**config.mk**
```make
export PLATFORM = sky130hd
export DESIGN_NAME = audio_mix_sequencer
export DESIGN_NICKNAME = d
export VERILOG_FILES = /design/src/rtl/audio_mix_sequencer_pkg.sv /design/src/rtl/audio_mix_sequencer_mac_pipe.sv /design/src/rtl/audio_mix_sequencer.sv
export SDC_FILE = /design/constraint.sdc
export NUM_CORES = 1
export LEC_CHECK = 0
export ABC_AREA = 1
export CAP_MARGIN = 20
export CORE_MARGIN = 5
export CORE_UTILIZATION = 40
export CTS_BUF_LIST = sky130_fd_sc_hd__clkbuf_8
export DETAILED_ROUTE_END_ITERATION = 10
export HOLD_SLACK_MARGIN = 0.02
export SLEW_MARGIN = 25
export SYNTH_ARGS = -nofsm -noshare
export SYNTH_HDL_FRONTEND = slang
export SYNTH_SLANG_ARGS = --single-unit
```
**constraint.sdc**
```tcl
create_clock -name clk -period 4.1 [get_ports clk]
set_input_delay 0.82 -clock clk [delete_from_list [all_inputs] [get_ports clk]]
set_output_delay 0.82 -clock clk [all_outputs]
set_load 0.02 [all_outputs]
```
**src/rtl/audio_mix_sequencer_pkg.sv**
```systemverilog
// audio_pkg: shared definitions for the audio mix sequencer.
//   - config address constants for the byte-wide volume port
//   - unity volume and the gain shift (gain = vol / 2**VOL_SHIFT)
//   - mix FSM state enum (also exported on the debug port)
//   - sat16(): clamp a signed 32-bit value to the signed 16-bit range
package audio_pkg;

    localparam logic [3:0] CFG_VOL_L_BASE = 4'd0;
    localparam logic [3:0] CFG_VOL_R_BASE = 4'd8;
    localparam logic [3:0] CFG_OVR_CLR    = 4'hF;

    localparam logic [7:0] UNITY_VOL = 8'd128;
    localparam int         VOL_SHIFT = 7;

    typedef enum logic [2:0] {
        ST_IDLE,
        ST_LOAD,
        ST_MAC,
        ST_DRAIN,
        ST_SAT
    } mix_state_e;

    function automatic logic signed [15:0] sat16(input logic signed [31:0] v);
        if (v > 32'sd32767) begin
            return 16'sh7FFF;
        end else if (v < -32'sd32768) begin
            return 16'sh8000;
        end else begin
            return v[15:0];
        end
    endfunction

endpackage

```
**src/rtl/audio_mix_sequencer_mac_pipe.sv**
```systemverilog
// audio_mac_pipe: 3-stage shared multiply-accumulate for the mix sequencer.
//   Stage 1 registers the operand pair (source sample, volume) and its L/R tag.
//   Stage 2 registers (src * vol) >>> VOL_SHIFT, sign-extended to ACC_W.
//   Stage 3 adds the product into acc_l (tag=0) or acc_r (tag=1).
// Ports:
//   clk, reset      clock, synchronous active-high reset
//   clear           zero both accumulators (asserted while loading a frame)
//   in_valid        an operand pair is presented this cycle
//   in_tag          0 = left accumulator, 1 = right accumulator
//   in_src, in_vol  signed 16-bit sample, unsigned 8-bit volume
//   acc_l, acc_r    signed accumulators
module audio_mac_pipe
    import audio_pkg::*;
#(
    parameter int ACC_W = 24
) (
    input  logic                    clk,
    input  logic                    reset,
    input  logic                    clear,
    input  logic                    in_valid,
    input  logic                    in_tag,
    input  logic signed [15:0]      in_src,
    input  logic        [7:0]       in_vol,
    output logic signed [ACC_W-1:0] acc_l,
    output logic signed [ACC_W-1:0] acc_r
);

    // Bits of the 25-bit product that survive the gain shift.
    localparam int SH_W = 25 - VOL_SHIFT;

    logic                    s1_valid_q, s1_valid_d;
    logic                    s1_tag_q, s1_tag_d;
    logic signed [15:0]      s1_src_q, s1_src_d;
    logic        [7:0]       s1_vol_q, s1_vol_d;
    logic                    s2_valid_q, s2_valid_d;
    logic                    s2_tag_q, s2_tag_d;
    logic signed [ACC_W-1:0] s2_prod_q, s2_prod_d;
    logic signed [ACC_W-1:0] acc_l_q, acc_l_d;
    logic signed [ACC_W-1:0] acc_r_q, acc_r_d;
    logic signed [24:0]      prod_full;
    logic                    unused_lsbs;

    always_comb begin
        s1_valid_d = in_valid;
        s1_tag_d   = in_tag;
        s1_src_d   = in_src;
        s1_vol_d   = in_vol;

        // Volume is unsigned; the zero MSB keeps 255 from reading as -1.
        prod_full  = s1_src_q * $signed({1'b0, s1_vol_q});
        s2_valid_d = s1_valid_q;
        s2_tag_d   = s1_tag_q;
        s2_prod_d  = {{(ACC_W-SH_W){prod_full[24]}}, prod_full[24:VOL_SHIFT]};

        acc_l_d = acc_l_q;
        acc_r_d = acc_r_q;
        if (clear) begin
            acc_l_d = '0;
            acc_r_d = '0;
        end else if (s2_valid_q) begin
            if (s2_tag_q) begin
                acc_r_d = acc_r_q + s2_prod_q;
            end else begin
                acc_l_d = acc_l_q + s2_prod_q;
            end
        end
    end

    // Fractional bits are discarded by the arithmetic shift.
    assign unused_lsbs = ^prod_full[VOL_SHIFT-1:0];

    always_ff @(posedge clk) begin
        if (reset) begin
            s1_valid_q <= 1'b0;
            s1_tag_q   <= 1'b0;
            s1_src_q   <= '0;
            s1_vol_q   <= '0;
            s2_valid_q <= 1'b0;
            s2_tag_q   <= 1'b0;
            s2_prod_q  <= '0;
            acc_l_q    <= '0;
            acc_r_q    <= '0;
        end else begin
            s1_valid_q <= s1_valid_d;
            s1_tag_q   <= s1_tag_d;
            s1_src_q   <= s1_src_d;
            s1_vol_q   <= s1_vol_d;
            s2_valid_q <= s2_valid_d;
            s2_tag_q   <= s2_tag_d;
            s2_prod_q  <= s2_prod_d;
            acc_l_q    <= acc_l_d;
            acc_r_q    <= acc_r_d;
        end
    end

    assign acc_l = acc_l_q;
    assign acc_r = acc_r_q;

endmodule

```
**src/rtl/audio_mix_sequencer.sv**
```systemverilog
// audio_mix_sequencer: per-sample stereo mixer sharing one multiplier across
// NUM_SRC sources, with per-source per-side volume (gain = vol/128) and
// saturation to signed 16 bits. One output sample per sample_strobe.
// Optional build macro AUDIO_MIX_VOL_RAMP_EN: active volumes step by at most
// 1 per frame toward the written (shadow) value instead of jumping.
// Ports:
//   clk, reset            clock, synchronous active-high reset
//   sample_strobe         one-cycle pulse starting a mix frame
//   src_l, src_r          packed signed 16-bit sources, source i at [16*i +: 16]
//   mute                  zero the sample produced while it is high in SAT
//   cfg_we/addr/data      volume writes (0..N-1 left, 8..8+N-1 right), F clears overrun
//   audio_l, audio_r      saturated output sample, held between frames
//   sample_valid          one-cycle pulse when audio_l/audio_r update
//   busy, overrun         frame in progress / sticky strobe-while-busy flag
//   dbg_state             current FSM state
// Handshake: sample_strobe has no back-pressure; a strobe while busy is dropped
// and recorded in overrun. sample_valid is a pure pulse with no ready.
module audio_mix_sequencer
    import audio_pkg::*;
#(
    parameter int NUM_SRC = 6,
    parameter int ACC_W   = 24
) (
    input  logic                   clk,
    input  logic                   reset,
    input  logic                   sample_strobe,
    input  logic [NUM_SRC*16-1:0]  src_l,
    input  logic [NUM_SRC*16-1:0]  src_r,
    input  logic                   mute,
    input  logic                   cfg_we,
    input  logic [3:0]             cfg_addr,
    input  logic [7:0]             cfg_data,
    output logic [15:0]            audio_l,
    output logic [15:0]            audio_r,
    output logic                   sample_valid,
    output logic                   busy,
    output logic                   overrun,
    output mix_state_e             dbg_state
);

    localparam int               IDX_W    = (NUM_SRC > 1) ? $clog2(NUM_SRC) : 1;
    localparam logic [3:0]       NUM_SRC4 = 4'(NUM_SRC);
    localparam logic [4:0]       N_CNT    = 5'(NUM_SRC);
    localparam logic [4:0]       MAC_LAST = 5'(2*NUM_SRC - 1);

    mix_state_e state_q, state_d;
    logic [4:0]  cnt_q, cnt_d;
    logic        busy_q, busy_d;
    logic        overrun_q, overrun_d;
    logic        sample_valid_q, sample_valid_d;
    logic [15:0] audio_l_q, audio_l_d;
    logic [15:0] audio_r_q, audio_r_d;
    logic [7:0]  shadow_l_q [NUM_SRC];
    logic [7:0]  shadow_l_d [NUM_SRC];
    logic [7:0]  shadow_r_q [NUM_SRC];
    logic [7:0]  shadow_r_d [NUM_SRC];
    logic [7:0]  active_l_q [NUM_SRC];
    logic [7:0]  active_l_d [NUM_SRC];
    logic [7:0]  active_r_q [NUM_SRC];
    logic [7:0]  active_r_d [NUM_SRC];
    logic [15:0] frame_l_q  [NUM_SRC];
    logic [15:0] frame_l_d  [NUM_SRC];
    logic [15:0] frame_r_q  [NUM_SRC];
    logic [15:0] frame_r_d  [NUM_SRC];

    logic [IDX_W-1:0]        cfg_idx;
    logic [IDX_W-1:0]        mac_idx;
    logic [4:0]              cnt_off;
    logic                    mac_valid;
    logic                    mac_tag;
    logic [15:0]             mac_src;
    logic [7:0]              mac_vol;
    logic                    pipe_clear;
    logic signed [ACC_W-1:0] acc_l, acc_r;

    always_comb begin
        state_d        = state_q;
        cnt_d          = cnt_q;
        busy_d         = busy_q;
        overrun_d      = overrun_q;
        sample_valid_d = 1'b0;
        audio_l_d      = audio_l_q;
        audio_r_d      = audio_r_q;
        shadow_l_d     = shadow_l_q;
        shadow_r_d     = shadow_r_q;
        active_l_d     = active_l_q;
        active_r_d     = active_r_q;
        frame_l_d      = frame_l_q;
        frame_r_d      = frame_r_q;
        pipe_clear     = 1'b0;
        mac_valid      = 1'b0;

        // Config decode. Address F is reserved for the overrun clear even
        // when NUM_SRC=8 would otherwise map it to right volume 7.
        cfg_idx = IDX_W'(cfg_addr);
        if (cfg_we && !cfg_addr[3] && ({1'b0, cfg_addr[2:0]} < NUM_SRC4)) begin
            shadow_l_d[cfg_idx] = cfg_data;
        end
        if (cfg_we && cfg_addr[3] && (cfg_addr != CFG_OVR_CLR) &&
            ({1'b0, cfg_addr[2:0]} < NUM_SRC4)) begin
            shadow_r_d[cfg_idx] = cfg_data;
        end

        // Clear first so a same-cycle set takes priority.
        if (cfg_we && (cfg_addr == CFG_OVR_CLR)) begin
            overrun_d = 1'b0;
        end
        if (sample_strobe && busy_q) begin
            overrun_d = 1'b1;
        end

        // Operand mux: first N MAC cycles walk the left sources, then the right.
        mac_tag = (cnt_q >= N_CNT);
        cnt_off = mac_tag ? (cnt_q - N_CNT) : cnt_q;
        mac_idx = IDX_W'(cnt_off);
        mac_src = mac_tag ? frame_r_q[mac_idx]  : frame_l_q[mac_idx];
        mac_vol = mac_tag ? active_r_q[mac_idx] : active_l_q[mac_idx];

        case (state_q)
            ST_IDLE: begin
                if (sample_strobe) begin
                    state_d = ST_LOAD;
                    busy_d  = 1'b1;
                end
            end
            ST_LOAD: begin
                for (int i = 0; i < NUM_SRC; i++) begin
                    frame_l_d[i] = src_l[16*i +: 16];
                    frame_r_d[i] = src_r[16*i +: 16];
`ifdef AUDIO_MIX_VOL_RAMP_EN
                    if (shadow_l_q[i] > active_l_q[i]) begin
                        active_l_d[i] = active_l_q[i] + 8'd1;
                    end else if (shadow_l_q[i] < active_l_q[i]) begin
                        active_l_d[i] = active_l_q[i] - 8'd1;
                    end
                    if (shadow_r_q[i] > active_r_q[i]) begin
                        active_r_d[i] = active_r_q[i] + 8'd1;
                    end else if (shadow_r_q[i] < active_r_q[i]) begin
                        active_r_d[i] = active_r_q[i] - 8'd1;
                    end
`else
                    active_l_d[i] = shadow_l_q[i];
                    active_r_d[i] = shadow_r_q[i];
`endif
                end
                pipe_clear = 1'b1;
                cnt_d      = '0;
                state_d    = ST_MAC;
            end
            ST_MAC: begin
                mac_valid = 1'b1;
                if (cnt_q == MAC_LAST) begin
                    cnt_d   = '0;
                    state_d = ST_DRAIN;
                end else begin
                    cnt_d = cnt_q + 5'd1;
                end
            end
            ST_DRAIN: begin
                // Two cycles let the last operand pass stages 2 and 3.
                if (cnt_q == 5'd1) begin
                    cnt_d   = '0;
                    state_d = ST_SAT;
                end else begin
                    cnt_d = cnt_q + 5'd1;
                end
            end
            ST_SAT: begin
                audio_l_d      = mute ? 16'd0 : sat16(32'(acc_l));
                audio_r_d      = mute ? 16'd0 : sat16(32'(acc_r));
                sample_valid_d = 1'b1;
                busy_d         = 1'b0;
                state_d        = ST_IDLE;
            end
            default: begin
                state_d = ST_IDLE;
                busy_d  = 1'b0;
            end
        endcase
    end

    always_ff @(posedge clk) begin
        if (reset) begin
            state_q        <= ST_IDLE;
            cnt_q          <= '0;
            busy_q         <= 1'b0;
            overrun_q      <= 1'b0;
            sample_valid_q <= 1'b0;
            audio_l_q      <= '0;
            audio_r_q      <= '0;
            for (int i = 0; i < NUM_SRC; i++) begin
                shadow_l_q[i] <= UNITY_VOL;
                shadow_r_q[i] <= UNITY_VOL;
                active_l_q[i] <= UNITY_VOL;
                active_r_q[i] <= UNITY_VOL;
                frame_l_q[i]  <= '0;
                frame_r_q[i]  <= '0;
            end
        end else begin
            state_q        <= state_d;
            cnt_q          <= cnt_d;
            busy_q         <= busy_d;
            overrun_q      <= overrun_d;
            sample_valid_q <= sample_valid_d;
            audio_l_q      <= audio_l_d;
            audio_r_q      <= audio_r_d;
            shadow_l_q     <= shadow_l_d;
            shadow_r_q     <= shadow_r_d;
            active_l_q     <= active_l_d;
            active_r_q     <= active_r_d;
            frame_l_q      <= frame_l_d;
            frame_r_q      <= frame_r_d;
        end
    end

    audio_mac_pipe #(
        .ACC_W (ACC_W)
    ) u_mac (
        .clk      (clk),
        .reset    (reset),
        .clear    (pipe_clear),
        .in_valid (mac_valid),
        .in_tag   (mac_tag),
        .in_src   (mac_src),
        .in_vol   (mac_vol),
        .acc_l    (acc_l),
        .acc_r    (acc_r)
    );

    assign audio_l      = audio_l_q;
    assign audio_r      = audio_r_q;
    assign sample_valid = sample_valid_q;
    assign busy         = busy_q;
    assign overrun      = overrun_q;
    assign dbg_state    = state_q;

endmodule

```
==> summary.txt, run 1 <==
Outcome
  • Status: finished, violations left
  • Failing checks: negative setup slack

Min path
  • Worst Hold Class: reg2reg

Layout
  • Share of layout cells above drive strength 1: 0.101
  • Area added between synthesis and finish: 22.9%
  • Register area: 10500 sq um
  • FILL cells: 7211
  • Most common cell after layout, fill and taps aside: nand2_1
  • Most frequent cells in the layout: 801 x nand2_1, 722 x nor2_1, 523 x inv_1
  • Area of the multi-input gates: 16000 sq um
  • Design Area, Final: 35200 sq um
  • Nets: 4863

Clock network
  • H-tree levels: 3
  • Clock latency on the worst-skew pair: 0.72 ns
  • Clock sinks: 521
  • Max clock buf depth: 3
  • Root Driver: clkbuf_8
  • Clock transition at path regs: 0.06 ns
  • CTS Buf Count: 91
  • CTS tree: built

Drt
  • Final WL: 93100 um
  • DRT Pass-1 Iters: 5
  • # DRC: 0
  • Average routed wire per standard cell: 17.0 um
  • Vias: 27300
  • Post-route ant nets: 0
  • Vias per inst: 4.99
  • 1st-iter DRT viols: 1980

Timing
  • Unrepaired setup endpoints after global routing: yes
  • Final Setup Violations: 1
  • Final Hold Viols: 0
  • Setup tns final: -0.0287 ns
  • Slew Limit Fails: 0
  • Max Clock Skew: 0.0256 ns
  • Setup ws final: -0.0287 ns
  • Crit share post-route: 1.01
  • Post-layout min period: 4.13 ns
  • Fmax: 242 MHz
  • Slew HR: 0.180
  • Worst-Margin Slew: 1.23 ns

Critical path
  • WS Path Type: reg2reg
  • Crit Path Max Fanout: 6
  • Crit path largest cell delay: 0.59 ns
  • Crit path required time: 4.70 ns
  • Worst path slowest cell: fa_2
  • CP startpoint kind: register
  • Crit. End Element: register
  • CP bufs+invs: 7
  • Most Frequent Cell on Critical Path: inv_2
  • Delay-heaviest family, CP: adder cells
  • Arrival time at the worst endpoint: 4.73 ns
  • Critical path cell sequence: buf_6 > nand2_2 > inv_2 > fa_1 > inv_2 > fa_2 > inv_2 > fa_1 > inv_1 > fa_1 > inv_2 > ha_4 > buf_4 > a21oi_1 > nand3_1 > a21oi_2 > nand3_1 > nand2_1 > nor2_1

Die
  • Io pins: 247
  • Die X: 278 um
  • Row count: 98
  • Die height: 278 um
  • Initial Util: 0.402
  • Full die area: 77100 sq um
  • Core area: 71200 sq um

Logic synthesis
  • Ys flop type: dfxtp_1
  • Synthesized area: 28700 sq um
  • YS warnings: 0
  • Post-synth EDFFs: 0
  • Post-Syn Instances: 4204
  • Synth Register Bits: 521
  • Synth Net Count: 4612
  • Area leader, netlist: dfxtp_1
  • Sequential fraction of the synthesis area: 0.364
  • Yosys top cell area share: 0.364
  • Top post-synthesis cells by area: dfxtp_1 36%, nand2_1 11%, nor2_1 9.6%, o21ai_0 8.6%, fa_1 7.2%
  • Yosys cell types: 41
  • Syn Area/Cell: 6.82 sq um
  • Async SR Flop Fraction: 0

Global routing
  • GRT busiest layer: met2
  • Initial antenna violation count: 1
  • Met2 Usage GRT: 0.378
  • Largest net degree at the start of global routing: 220
  • Wire length of the first global-routing pass: 144000 um
  • Met3 Usage GRT: 0.0364
  • Grt total ovfl: 0
  • Vias in the first global route: 25800
  • Total GRT Usage: 0.231
  • Grt met1 use: 0.309

Power and ir drop
  • Pleak: 16.6 nW
  • Maximum vdd drop: 437 uV
  • Power density cells: 536 nW/um^2

Placement
  • Post-DP HPWL: 64900 um
  • DP Area: 32500 sq um
  • Final RePlAce weighted congestion: 0.933
  • PortBufs: 246

Run
  • Max cap viols: 0
[flip-flops by register name (all words and copies together) (netlist names), 3 cells and up]
register	cells
u_mac.s1_src_q	16
active_l_q	48
frame_r_q	96
audio_r	16
u_mac.s1_vol_q	8
shadow_r_q	48
u_mac.s2_prod_q	18
active_r_q	48
u_mac.acc_r	24
dbg_state	3
audio_l	16
shadow_l_q	48
frame_l_q	96
cnt_q	5
u_mac.acc_l	24
[final cells by class]
class,count,share of cell area
Antenna cell,1,0.0000710
Tap cell,950,0.0337
Clock buffer,112,0.0438
Sequential cell,521,0.297
Multi-Input combinational cell,2919,0.453
Inverter,538,0.0577
Clock inverter,47,0.0105
Timing Repair Buffer,384,0.104
[per-stage QoR]
step / util / worst slack [ns] / cells / hold slack [ns] / total power [mW]
6_report: 0.495 / -0.0287 / 5472 / 0.394 / 18.9
5_1_grt: 0.495 / -0.145 / 5472 / 0.424 / 20.2
2_1_floorplan: - / -0.00761 / 4204 / 0.388 / 11.2
3_3_place_gp: 0.456 / -0.186 / 5287 / 0.394 / 13.5
3_5_place_dp: 0.456 / -0.287 / 5287 / 0.393 / 13.5
4_1_cts: 0.487 / 0.00105 / 5449 / 0.401 / 18.8
[cell families after synthesis]
logic type,count (synthesis),synth area share
compound gates,835,0.149
xor+xnor,25,0.00790
fa+ha+maj,199,0.114
buf+inv,764,0.102
flops,521,0.364
mux,17,0.00594
simple gates,1843,0.258
[power breakdown]
part,internal (mW),switching [mW],leakage (nW),total [mW]
clock network,2.79,2.26,1.07,5.05
registers,6.42,0.770,4.26,7.19
logic,2.28,4.35,11.2,6.63
total,11.5,7.38,16.6,18.9
[cell usage after synthesis, drive strengths merged, types with 8 or more instances]
master	instances
nand2	845
o21ai	494
ha	96
xor2	18
fa	103
nand3	172
a21oi	310
inv	535
nand4	56
nor2	733
nor3	16
clkbuf	194
nor4	10
o21bai	9
a21o	8
buf	32
mux2i	17
dfxtp	521
[worst paths after layout]
path / from / to / slack (ns) / depth (start not counted)
hold / removal: u_mac.s1_valid_q$_SDFF_PP0_ / u_mac.s2_valid_q$_SDFF_PP0_ / 0.39 / 2
setup / recovery: u_mac.s1_vol_q[2]$_SDFF_PP0_ / u_mac.s2_prod_q[16]$_SDFF_PP0_ / -0.03 / 19
hold reg to reg: u_mac.s1_valid_q$_SDFF_PP0_ / u_mac.s2_valid_q$_SDFF_PP0_ / 0.39 / 2
setup reg to reg: u_mac.s1_vol_q[2]$_SDFF_PP0_ / u_mac.s2_prod_q[16]$_SDFF_PP0_ / -0.03 / 19
[repair_timing]
| item | 4_1_cts | 5_1_grt |
|---|---|---|
| setup endpoints to repair | 17 | 17 |
| hold buffers | 0 | 0 |
| cloned | 0 | 0 |
| gates resized for setup | 61 | 141 |
| pin swaps | 11 | 99 |
| buffers inserted | 3 | 22 |
[worst min-delay path, delay by kind of cell (launching register included)]
kind                   cells  cell delay [ns]
buffers and inverters      1             0.04
flip-flops                 1             0.29
AND/OR/NAND/NOR            1             0.03
[metal layers]
layer  part of all wire  vias up  routed length, um
met5                  0        -                  0
met3              0.048      179               4510
li1                   -    13800                  -
met2               0.46      704              43000
met4              0.038        0               3510
met1               0.45    12600              42100
Power figures use the tool's default switching activity.
==> run 2: changes to the inputs <==
--- a/config.mk
+++ b/config.mk
@@ -7,6 +7,7 @@
 export LEC_CHECK = 0
 export ABC_AREA = 1
 export CAP_MARGIN = 20
+export CORE_ASPECT_RATIO = 0.7
 export CORE_MARGIN = 5
 export CORE_UTILIZATION = 40
 export CTS_BUF_LIST = sky130_fd_sc_hd__clkbuf_8
==> run 2 against run 1 <==
The flow still finishes with violations (negative setup slack). Critical path depth is the same. Final area grew 0.39%. Non-clock buffer count up 10. Flip-flop and latch count unchanged. Sequential power is essentially flat. Critical endpoint is now u_mac.s2_prod_q[14]$_SDFF_PP0_.
==> summary.txt, run 2 (synthesized netlist as in run 1, its figures left out) <==
Drt
  • # DRC: 0
  • Post-route ant nets: 0
  • DRT Pass-1 Iters: 6
  • Final WL: 94800 um
  • 1st-iter DRT viols: 2543
  • Average routed wire per standard cell: 17.2 um
  • Vias per inst: 5.00
  • Vias: 27500

Clock network
  • CTS Buf Count: 89
  • Clock transition at path regs: 0.06 ns
  • Root Driver: clkbuf_8
  • Clock latency on the worst-skew pair: 0.72 ns
  • CTS tree: built
  • Max clock buf depth: 3
  • H-tree levels: 3
  • Clock sinks: 521

Timing
  • Fmax: 242 MHz
  • Post-layout min period: 4.13 ns
  • Unrepaired setup endpoints after global routing: yes
  • Worst-Margin Slew: 1.00 ns
  • Slew Limit Fails: 0
  • Final Setup Violations: 2
  • Setup tns final: -0.0620 ns
  • Final Hold Viols: 0
  • Crit share post-route: 1.01
  • Max Clock Skew: 0.0309 ns
  • Setup ws final: -0.0328 ns
  • Slew HR: 0.331

Run
  • Max cap viols: 0

Global routing
  • Largest net degree at the start of global routing: 220
  • Initial antenna violation count: 3
  • Vias in the first global route: 25700
  • Grt total ovfl: 0
  • Wire length of the first global-routing pass: 146000 um
  • Total GRT Usage: 0.240

Outcome
  • Status: finished, violations left
  • Failing checks: negative setup slack

Power and ir drop
  • P_sw: 7.52 mW
  • Power density cells: 532 nW/um^2
  • Sequential share of power: 0.383
  • Sw Share: 0.399
  • Pleak: 16.6 nW
  • Clock group share of total power: 0.259
  • Power share of the combinational group: 0.358
  • Internal power: 11.3 mW
  • Maximum vdd drop: 417 uV

Critical path
  • CP startpoint kind: register
  • Crit path required time: 4.71 ns
  • Arrival time at the worst endpoint: 4.75 ns
  • WS Path Type: reg2reg
  • Crit. End Element: register
  • Crit Path Max Fanout: 6

Placement
  • PortBufs: 246
  • Final RePlAce weighted congestion: 0.931
  • DP Area: 32600 sq um
  • Post-DP HPWL: 67300 um

Die
  • Core area: 71300 sq um
  • Initial Util: 0.402
  • Die height: 234 um
  • Die X: 330 um
  • Row count: 82
  • Io pins: 247
  • Full die area: 77200 sq um

Layout
  • Final core utilization: 0.496
  • Largest regs: frame_l_q (96), frame_r_q (96)
  • Area added between synthesis and finish: 23.4%
  • Most frequent cells in the layout: 798 x nand2_1, 724 x nor2_1, 529 x inv_1
  • Most common cell after layout, fill and taps aside: nand2_1
  • Share of layout cells above drive strength 1: 0.103
  • Nets: 4871
  • Design Area, Final: 35400 sq um

Min path
  • Worst Hold Class: reg2reg
run 2: changes by cell type in the layout (fill, tap and decap cells not counted), sizes merged:
| cell | delta |
|---|---|
| inv | +5 |
| clkinv | -1 |
| bufinv | -4 |
| buf | +10 |
| clkbuf | +3 |
run 2: worst paths after layout:
path                            cells past startpoint                              to  slack [ns]                    startpoint
worst max register to register                     19  u_mac.s2_prod_q[14]$_SDFF_PP0_       -0.03  u_mac.s1_vol_q[5]$_SDFF_PP0_
worst min-delay path                                2     u_mac.s2_valid_q$_SDFF_PP0_        0.41   u_mac.s1_valid_q$_SDFF_PP0_
worst min register to register                      2     u_mac.s2_valid_q$_SDFF_PP0_        0.41   u_mac.s1_valid_q$_SDFF_PP0_
worst max-delay path                               19  u_mac.s2_prod_q[14]$_SDFF_PP0_       -0.03  u_mac.s1_vol_q[5]$_SDFF_PP0_
run 2: layout make-up:
cell class / count / area, sq um
fill: 7196 / 35900
multi-input combinational: 2919 / 16000
sequential: 521 / 10500
timing repair buffer: 394 / 3790
inverter: 538 / 2030
clock buffer: 115 / 1580
tap: 966 / 1210
clock inverter: 47 / 265
antenna: 1 / 2.50
run 2: metrics by stage:
step / power, mW / setup slack, ns / hold WS, ns / std cells
2_1_floorplan: 11.2 / -0.00761 / 0.388 / 4204
3_3_place_gp: 13.5 / -0.309 / 0.403 / 5320
3_5_place_dp: 13.6 / -0.399 / 0.398 / 5320
4_1_cts: 18.7 / -0.0138 / 0.411 / 5490
5_1_grt: 20.1 / -0.207 / 0.457 / 5501
6_report: 18.8 / -0.0328 / 0.411 / 5501
run 2: repair_timing:
action,CTS,global route
setup buffers,8,9
endpoints found under the setup margin,18,18
hold buffers,0,0
pin swaps,38,71
resized for setup,97,118
run 2: worst max-delay path, stage by stage, from the launching register on:
cell and delay [ns]:
dfxtp_4 0.42, buf_8 0.15, nand2_4 0.05, fa_1 0.48, fa_1 0.51, inv_2 0.04, fa_1 0.56, inv_2 0.05
fa_1 0.56, inv_2 0.05, ha_4 0.31, nand2_2 0.12, inv_1 0.11, nand3_2 0.09, nor2_2 0.19, nand3_2 0.11
nand3_2 0.08, nand2_1 0.05, nand2_1 0.05, nor2_1 0.05
run 2: metal layers:
metal	wire length (um)	share of wire	up-vias	global-route usage
li1	-	-	13800	-
met1	48100	0.51	12700	0.376
met2	36700	0.39	851	0.331
met3	8260	0.087	114	0.0557
met4	1690	0.018	2	0.0521
met5	11	0.00012	-	0
run 2: power by group through the flow:
| stage | Clock [mW] | Combinational, mW | Sequential, mW |
|---|---|---|---|
| after floorplan | 0 | 4.31 | 6.92 |
| after detailed placement | 0 | 6.30 | 7.26 |
| after CTS | 5.00 | 6.52 | 7.18 |
| after global routing | 5.23 | 7.52 | 7.35 |
| after global placement | 0 | 6.27 | 7.25 |
| final | 4.88 | 6.74 | 7.21 |
==> run 3: changes to the inputs <==
--- a/config.mk
+++ b/config.mk
@@ -13,6 +13,7 @@
 export CTS_BUF_LIST = sky130_fd_sc_hd__clkbuf_8
 export DETAILED_ROUTE_END_ITERATION = 10
 export HOLD_SLACK_MARGIN = 0.02
+export PLACE_DENSITY = 0.69
 export SLEW_MARGIN = 25
 export SYNTH_ARGS = -nofsm -noshare
 export SYNTH_HDL_FRONTEND = slang
==> run 3 against run 2 <==
The run still ends with negative setup slack left. Routed wire length fell by 0.85%. Fmax decreased by 0.63%. Die area unchanged. Utilization fell by 0.32 points. Hold slack got worse by 0.0028 ns. Clock skew increased by 0.025 ns. Flip-flop and latch count did not move. Combinational power increased by 2%. Via count increased by 1.9%. Non-clock buffer count increased by 3. Largest cell class unchanged. Highest routed layer unchanged.
==> summary.txt, run 3 (synthesized netlist as in run 1, its figures left out) <==
Outcome
  • Status: finished, violations left
  • Failing checks: negative setup slack

Critical path
  • WS Path Type: reg2reg
  • Reg-to-reg critical path startpoint: u_mac.s1_vol_q[2]$_SDFF_PP0_
  • Crit path largest cell delay: 0.61 ns
  • Worst R2R End: u_mac.s2_prod_q[17]$_SDFF_PP0_
  • Arrival time at the worst endpoint: 4.83 ns
  • Flop2flop setup slack: -0.06 ns
  • Critical path cell sequence: buf_4 > nand2_2 > inv_2 > fa_2 > inv_4 > fa_2 > inv_2 > fa_1 > inv_1 > fa_1 > inv_2 > ha_4 > buf_6 > nand3_4 > nor3_4 > nand2_4 > nand3_2 > nand2_1 > nor2_1
  • Crit Path Max Fanout: 7
  • Delay-heaviest family, CP: adder cells
  • Crit path required time: 4.77 ns
  • CP bufs+invs: 7
  • Worst path slowest cell: fa_2
  • CP startpoint kind: register
  • Most Frequent Cell on Critical Path: inv_2
  • Crit. End Element: register
  • R2R depth: 19

Clock network
  • Max clock buf depth: 3
  • H-tree levels: 3
  • # hold bufs at CTS: 0
  • CTS tree: built
  • CTS Buf Count: 83
  • Clock sinks: 521
  • Clock transition at path regs: 0.06 ns
  • Root Driver: clkbuf_8
  • Clock latency on the worst-skew pair: 0.73 ns

Layout
  • Most common cell after layout, fill and taps aside: nand2_1
  • FILL cells: 7151
  • Nets: 4868
  • Design Area, Final: 35100 sq um
  • Area added between synthesis and finish: 22.6%
  • Most frequent cells in the layout: 793 x nand2_1, 725 x nor2_1, 522 x inv_1
  • Share of layout cells above drive strength 1: 0.100
  • Non-Filler Instances: 5482
  • Largest regs: frame_l_q (96), frame_r_q (96)

Timing
  • Final Setup Violations: 3
  • Slew HR: 0.282
  • Unrepaired setup endpoints after global routing: yes
  • Setup ws final: -0.0589 ns
  • Final Hold Viols: 0
  • Max Clock Skew: 0.0562 ns
  • Hold_ws: 0.408 ns
  • Slew Limit Fails: 0
  • Worst-Margin Slew: 1.08 ns
  • Crit share post-route: 1.01
  • Post-layout min period: 4.16 ns
  • Fmax: 240 MHz

Drt
  • Average routed wire per standard cell: 17.2 um
  • Post-route ant nets: 0
  • DRT Pass-1 Iters: 6
  • Vias per inst: 5.11
  • Vias: 28000
  • Final WL: 94000 um
  • # DRC: 0
  • 1st-iter DRT viols: 2999

Min path
  • Cell depth of the worst hold path: 2
  • Worst Hold Class: reg2reg
  • Hold Crit Endpoint: u_mac.s2_tag_q$_SDFF_PP0_
  • Hold Crit Start: u_mac.s1_tag_q$_SDFF_PP0_

Die
  • Row count: 82
  • Die X: 330 um
  • Core area: 71300 sq um
  • Full die area: 77200 sq um
  • Initial Util: 0.402
  • Io pins: 247
  • Die height: 234 um

Placement
  • Final RePlAce weighted congestion: 0.953
  • DP Area: 32500 sq um
  • Pre-CTS WS: -0.445 ns
  • Placed insts: 5315
  • Post-DP HPWL: 66700 um
  • PortBufs: 246

Run
  • Max cap viols: 0

Global routing
  • Vias in the first global route: 25600
  • Grt total ovfl: 0
  • Wire length of the first global-routing pass: 144000 um
  • Largest net degree at the start of global routing: 220
  • Total GRT Usage: 0.234
  • Initial antenna violation count: 3

Power and ir drop
  • Maximum vdd drop: 528 uV
  • Power density cells: 524 nW/um^2
  • Pleak: 16.6 nW
-- run 3: tightest hold or removal path: cells and delay by family, from the launching register on --
family,cells,cell delay [ns]
flops,1,0.30
simple gates,1,0.03
buf+inv,1,0.04
-- run 3: worst max-delay path by stage --
| stage | start | endpoint | slack [ns] | cells after the start |
|---|---|---|---|---|
| 2_1_floorplan | u_mac.s1_src_q[15]$_SDFF_PP0_ | u_mac.s2_prod_q[16]$_SDFF_PP0_ | -0.008 | 17 |
| 3_3_place_gp | u_mac.s1_vol_q[4]$_SDFF_PP0_ | u_mac.s2_prod_q[13]$_SDFF_PP0_ | -0.43 | 16 |
| 3_5_place_dp | u_mac.s1_vol_q[4]$_SDFF_PP0_ | u_mac.s2_prod_q[13]$_SDFF_PP0_ | -0.44 | 16 |
| 4_1_cts | u_mac.s1_vol_q[0]$_SDFF_PP0_ | u_mac.s2_prod_q[17]$_SDFF_PP0_ | -0.02 | 20 |
| 5_1_grt | u_mac.s1_vol_q[4]$_SDFF_PP0_ | u_mac.s2_prod_q[13]$_SDFF_PP0_ | -0.20 | 19 |
| 6_report | u_mac.s1_vol_q[2]$_SDFF_PP0_ | u_mac.s2_prod_q[17]$_SDFF_PP0_ | -0.06 | 19 |
-- run 3: repair_timing --
| action | 4_1_cts | 5_1_grt |
|---|---|---|
| endpoints found under the setup margin | 18 | 18 |
| endpoints found under the hold margin | 0 | 0 |
| buffers inserted | 3 | 24 |
| pin swaps | 11 | 110 |
| resized for setup | 73 | 150 |
-- run 3: power by group --
part	internal (mW)	leakage (nW)	switching, mW
Sequential	6.42	4.26	0.760
Clock	2.23	0.909	2.17
Combinational	2.33	11.4	4.52
-- run 3: per-stage QoR --
step,power [mW],setup TNS (ns),utilization
finish,18.4,-0.158,0.493
global route,19.6,-1.59,0.493
CTS,18.1,-0.0528,0.483
detailed placement,13.5,-4.91,0.456
global placement,13.5,-4.26,0.456
floorplan,11.2,-0.00761,-
-- run 3: final cells by class --
| type | count | area (sq um) | share of cell area |
|---|---|---|---|
| clock buffer | 98 | 1350 | 0.0384 |
| multi-input combinational | 2919 | 16100 | 0.457 |
| timing repair buffer | 397 | 3770 | 0.107 |
| inverter | 538 | 2040 | 0.0580 |
| antenna | 2 | 5.00 | 0.000142 |
| clock inverter | 41 | 233 | 0.00662 |
| tap | 966 | 1210 | 0.0344 |
| sequential | 521 | 10500 | 0.298 |
-- run 3: per-layer routing --
metal | vias up | share of wire | track usage
met5 | - | 0.00015 | 0
met1 | 13000 | 0.49 | 0.368
met2 | 1091 | 0.39 | 0.316
met3 | 126 | 0.11 | 0.0583
met4 | 2 | 0.019 | 0.0553
li1 | 13800 | - | -
